**src/rtl/gate_identifier.sv**
```systemverilog
`default_nettype none
// gate_identifier: drives all four (a,b) vectors into an external two-input gate,
// samples its output into a 4-bit truth table and decodes the gate type. Rev 1.0
module gate_identifier #(
  parameter int SETTLE_CYCLES = 1
) (
  input  logic       clk,
  input  logic       rst_n,
  input  logic       start,
  input  logic       y_in,
  output logic       a_out,
  output logic       b_out,
  output logic       busy,
  output logic       done,
  output logic [3:0] truth_table,
  output logic [2:0] gate_code,
  output logic       gate_valid
);

  // Counter must reach SETTLE_CYCLES without wrapping; keep at least one bit.
  localparam int CW = (SETTLE_CYCLES > 0) ? $clog2(SETTLE_CYCLES + 1) : 1;
  localparam logic [CW-1:0] C_LAST = CW'(SETTLE_CYCLES);

  typedef enum logic [1:0] {
    S_IDLE   = 2'd0,
    S_APPLY  = 2'd1,
    S_DECODE = 2'd2
  } state_t;

  state_t          r_state;
  logic [1:0]      r_idx;
  logic [CW-1:0]   r_cnt;
  logic [2:0]      w_code;
  logic            w_valid;

  always_comb begin
    w_code  = 3'd7;
    w_valid = 1'b1;
    case (truth_table)
      4'b1000: w_code = 3'd0;
      4'b1110: w_code = 3'd1;
      4'b0111: w_code = 3'd2;
      4'b0001: w_code = 3'd3;
      4'b0110: w_code = 3'd4;
      4'b1001: w_code = 3'd5;
      4'b0011: w_code = 3'd6;
      default: begin
        w_code  = 3'd7;
        w_valid = 1'b0;
      end
    endcase
  end

  always_ff @(posedge clk or negedge rst_n) begin
    if (!rst_n) begin
      r_state     <= S_IDLE;
      r_idx       <= 2'd0;
      r_cnt       <= '0;
      a_out       <= 1'b0;
      b_out       <= 1'b0;
      busy        <= 1'b0;
      done        <= 1'b0;
      truth_table <= 4'd0;
      gate_code   <= 3'd0;
      gate_valid  <= 1'b0;
    end else begin
      done <= 1'b0;
      case (r_state)
        S_IDLE: begin
          if (start) begin
            r_state     <= S_APPLY;
            busy        <= 1'b1;
            r_idx       <= 2'd0;
            r_cnt       <= '0;
            a_out       <= 1'b0;
            b_out       <= 1'b0;
            gate_valid  <= 1'b0;
            truth_table <= 4'd0;
          end
        end
        S_APPLY: begin
          if (r_cnt == C_LAST) begin
            // Final edge of this vector's hold: the only point y_in is observed.
            truth_table[r_idx] <= y_in;
            r_cnt              <= '0;
            if (r_idx == 2'd3) begin
              r_state <= S_DECODE;
            end else begin
              r_idx          <= r_idx + 2'd1;
              {a_out, b_out} <= r_idx + 2'd1;
            end
          end else begin
            r_cnt <= r_cnt + CW'(1);
          end
        end
        S_DECODE: begin
          gate_code  <= w_code;
          gate_valid <= w_valid;
          a_out      <= 1'b0;
          b_out      <= 1'b0;
          busy       <= 1'b0;
          done       <= 1'b1;
          r_state    <= S_IDLE;
        end
        default: r_state <= S_IDLE;
      endcase
    end
  end

endmodule
`default_nettype wire

```
**config.mk**
```make
export PLATFORM = sky130hd
export DESIGN_NAME = gate_identifier
export DESIGN_NICKNAME = d
export VERILOG_FILES = /design/src/rtl/gate_identifier.sv
export SDC_FILE = /design/constraint.sdc
export NUM_CORES = 1
export LEC_CHECK = 0
export CAP_MARGIN = 10
export CORE_UTILIZATION = 40
export CTS_CLUSTER_SIZE = 40
export DETAILED_ROUTE_END_ITERATION = 8
export PLACE_DENSITY = 0.7
export REMOVE_ABC_BUFFERS = 1
export SYNTH_ARGS = -nofsm -noshare
export SYNTH_HDL_FRONTEND = slang
export SYNTH_SLANG_ARGS = --single-unit
```
**constraint.sdc**
```tcl
create_clock -name clk -period 1.5 [get_ports clk]
set_input_delay 0.15 -clock clk [delete_from_list [all_inputs] [get_ports clk]]
set_output_delay 0.15 -clock clk [all_outputs]
set_load 0.01 [all_outputs]
```
# --- Word level (Yosys, flattened, before mapping) ---
# Index checks and enable logic that the tools add are counted.
op_classes:
  muxes: 29
  n_lt_le_gt_ge: 2
  addsub: 2
  n_reduce_logical: 12
  eq_ne: 14
ops:
  columns: ["cell", "count"]
  rows:
  - ["case mux 3 bit (7 select lines)", 1]
  - ["== test 4 bit (second input constant)", 3]
  - ["2-to-1 mux 2 bit", 6]
  - ["2-to-1 mux 1 bit", 10]
  - ["== test 4 x 3 -> 1 bit (second input constant)", 2]
  - ["2-to-1 mux 4 bit", 2]
  - ["!= test 2 bit (second input constant)", 4]
  - ["case mux 2 bit (2 select lines)", 2]
  - ["case mux 4 bit (2 select lines)", 1]
  - ["AND reduction 4 bit", 2]
  - ["OR reduction 7 bit", 1]
  - ["case mux 1 bit (2 select lines)", 3]
  - ["case mux 1 bit (3 select lines)", 2]
  - ["AND reduction 3 bit", 2]
  - ["bitwise mux 4 bit", 1]
  - ["== test 2 bit (second input constant)", 2]
  - ["== test 4 x 1 -> 1 bit (second input constant)", 1]
  - ["== test 4 x 2 -> 1 bit (second input constant)", 1]
  - ["AND reduction 2 bit", 2]
  - ["nonzero test 2 bit", 2]
  - ["< comparator 2 x 3 -> 1 bit (second input constant)", 1]
  - ["nonzero test 3 bit", 1]
  - ["adder 2 x 1 -> 2 bit (second input constant)", 1]
  - ["demux 1 bit (select 2 bit)", 1]
  - ["5 further kinds", 5]
totals:
  word_cells: 69
  ff_bits: 17
  output_inout_bits: 12

# --- Depth between registers and ports, before layout ---
depth:
  word_depth: 7
  mapped_depth: 5
  ltp_nobuf: 5

# --- Least setup slack after synthesis ---
# OpenSTA, ideal clock, no wires.
synth_timing:
  path_type: "reg-to-reg"
  from: "register r_idx[0]"
  to: "register r_idx[0]"
  setup_time_ns: 0.064
  period_less_slack_ns: 1.354
  arrival_time_ns: 1.290
  path_slack_ns: 0.146
  path_stages_with_launch: 5
  path_cell_list: "dfrtp_1 > ha_1 > or3b_4 > mux2i_1 > a22o_2"
synth_via:
  elab_chain_cells: 4
  word_cells_on_any_way: 7
synth_rtl:
  columns: ["item", "line", "source"]
  rows:
  - ["from (decl)", "31", "logic [1:0] r_idx;"]
  - ["from (signal assigned)", "89", "r_idx <= r_idx + 2'd1;"]
  - ["adder 2 x 1 -> 2 bit", "89", null]
  - ["2-to-1 mux 2 bit", "86", "if (r_idx == 2'd3) begin"]
  - ["2-to-1 mux 2 bit", "82", "if (r_cnt == C_LAST) begin"]
  - ["case mux 2 bit (2 select lines)", "68", "case (r_state)"]
# Parallel ways exist; a longest one is shown, timed or not. The select of a mux whose other input is x is not followed.
# A chain may end at the register's enable or synchronous reset.

# --- Worst setup path after layout ---
layout_timing:
  from: "register truth_table[1]"
  to: "output port truth_table[1]"
layout_lines:
  columns: ["item", "line", "source"]
  rows:
  - ["from (decl)", "15", "output logic [3:0] truth_table,"]
  - ["from (signal, indexed assignment)", "84", "truth_table[r_idx] <= y_in;"]
# No word-level cell between the ends.

==> flow_summary.yaml <==
setup_path:
  crit_path_max_fanout: 8
  crit_buf_inv: 1
  crit_path_top_delay_cell: "clkdlybuf4s50_1"
  cp.arrival_ns: 1.28
  path_cells: "clkdlybuf4s50_1"
  critical_path.max_stage_delay_ns: 0.55
  critPathLaunchType: "flop"
  path_class: "flop to output pin"
  cp-end-kind: "output pin"
  required_ns: 1.35
  crit_family: "buffers and inverters"
global_route:
  grt.overflow.total: 0
  grt_usage_pct: 16.3
  grt_max_degree: 18
  grt_pass1_vias: 663
  grt_pass1_wl_microns: 3010
  antenna_found_initial: 0
timing:
  finalCritPeriodShare_pct: 95.6
  tns_ns: 0
  tightest_slew_ns: 0.403
  rsz0062_at_grt: "false"
  whs_ns: 0.165
  fin_crit_ns: 1.43
  hold_viol: 0
  setup_ws_ns: 0.0667
  finalSetupViolCount: 0
  final-max-slew-violation-count: 0
  slew_headroom_pct: 73.0
  fmax_mhz: 698
  clock_skew_ns: 0.00691
placed_design:
  place_ws_ns: 0.0739
  port_buffers: 15
  place_hpwl_microns: 1260
  place_inst: 132
  place_congestion: 0.768
clock_tree:
  clockRootBuffer: "clkbuf_4"
  cts.sinks: 17
  cts.path.max_buffers: 2
  clock_latency_ns: 0.30
  cts_tree: "done"
  cts-buffers-inserted: 3
  cts.clk_slew.worst_paths_ns: 0.11
  htree_levels: 1
  hold_buffers: 0
layout:
  syn2layout_area_growth_pct: 27.7
  nets: 125
  final_cells: 143
  mostFrequentLayoutCell: "clkdlybuf4s50_1"
  layout_common_cells: "15 x clkdlybuf4s50_1, 13 x dfrtp_1, 10 x buf_4"
  drive_above_1_share_pct: 20.7
  antenna_cells: 0
die:
  row_count: 16
  core_area_sq_um: 2040
  boundaryPins: 16
  die_w_microns: 49.6
  dieArea_sq_um: 2460
  start_util_pct: 44.3
  die_h_microns: 49.6
yosys:
  synth-edff-count: 0
  synthFlopType: "dfrtp_1"
  ys_seq_area_share_pct: 47.0
  synth_area_leaders: "dfrtp_1 47%, ha_1 5.5%, o21ai_0 3.9%, buf_6 3.7%, nand2b_1 3.5%"
  syn_area_sq_um: 905
  yosys_warnings: 0
  syn_inst: 92
  synth_cell_types: 27
  synth_top_cell_area_share_pct: 47.0
  syn_avg_cell_area_sq_um: 9.83
  async_flop_share_pct: 100
  synth_seq_cells: 17
  synth_top_area_cell: "dfrtp_1"
status:
  status: "complete, no violations"
detailed_routing:
  ant_nets: 0
  num_vias: 733
  drt_iter0_markers: 8
  routedWlPerCell_microns: 12.6
  vias_per_cell: 5.13
  firstDrtPassIters: 4
  wl_microns: 1810
  drc: 0
power:
  p_per_area_nw_per_um2: 2060
  max-vdd-ir-drop_v: 0.00107
  leakage_nw: 0.529
hold_path:
  hp-class: "primary input to asynchronous set/reset pin"
run:
  drv_cap: 0
[report_power, final]
part / leakage [nW] / switching [mW] / internal [mW]
Sequential: 0.208 / 0.209 / 0.654
Combinational: 0.307 / 0.551 / 0.706
Clock: 0.0139 / 0.156 / 0.102
[final timing paths]
check                      slack (ns)      startpoint  depth (start not counted)        endpoint
setup / recovery                 0.07  truth_table[1]                          1  truth_table[1]
hold / removal                   0.17           rst_n                          2  truth_table[2]
setup reg to reg                 0.10        r_idx[0]                          4        r_idx[1]
hold reg to reg                  0.50    gate_code[0]                          2    gate_code[0]
max in group asynchronous        1.12           rst_n                          2  truth_table[1]
min in group clk                 0.50    gate_code[0]                          2    gate_code[0]
[metal layers]
layer | track usage (%) | up-vias | routed length [microns]
met1 | 20.2 | 349 | 833
li1 | - | 367 | -
met4 | 7.14 | 0 | 20
met2 | 27.7 | 15 | 898
met3 | 2.78 | 2 | 55
met5 | 0 | - | 0
[metrics by stage]
step                      utilization (%)  power (mW)  area, sq um
after floorplan                         -        1.54          858
after global placement               52.1        1.96         1060
after detailed placement             52.1        1.99         1060
after CTS                            53.9        2.28         1100
after global routing                 56.6        2.59         1150
final                                56.6        2.38         1150
[state kept, by name, summed over array words and instances, names as in the netlist]
signal	count
a_out	1
b_out	1
busy	1
done	1
gate_code	3
gate_valid	1
r_cnt	1
r_idx	2
r_state	2
truth_table	4
[Yosys cell counts, types with 2 or more instances]
master / number
a32oi_1: 2
o22ai_1: 5
mux2i_1: 2
buf_6: 3
ha_1: 4
nand3_1: 5
a21oi_1: 5
o21ai_0: 7
nor2b_1: 2
mux2_2: 2
nand2b_1: 5
nor2_1: 5
dfrtp_1: 17
a22o_1: 2
nand2_1: 7
inv_1: 8
[logic make-up (layout without fill, tap and decap cells)]
logic type      after synthesis  in the layout  synth area share [%]
xor+xnor                      1              1                 0.968
compound gates               26             26                  18.1
flops                        17             17                  47.0
mux                           4              4                  4.70
buf+inv                      13             37                  8.44
simple gates                 27             27                  15.2
fa+ha+maj                     4              4                  5.53
[final cells by class]
| class | instances | area, sq um |
|---|---|---|
| Fill cell | 198 | 887 |
| Sequential cell | 17 | 430 |
| Multi-Input combinational cell | 62 | 405 |
| Timing Repair Buffer | 25 | 225 |
| Tap cell | 27 | 33.8 |
| Inverter | 8 | 30.0 |
| Clock buffer | 3 | 22.5 |
| Clock inverter | 1 | 7.51 |
[what timing repair did]
item / in CTS / in global routing
setup endpoints to repair: 4 / 5
resized for setup: 4 / 1
pin swaps: 0 / 0
buffers inserted: 0 / 7
No activity file was read; power rests on OpenSTA's default activity.
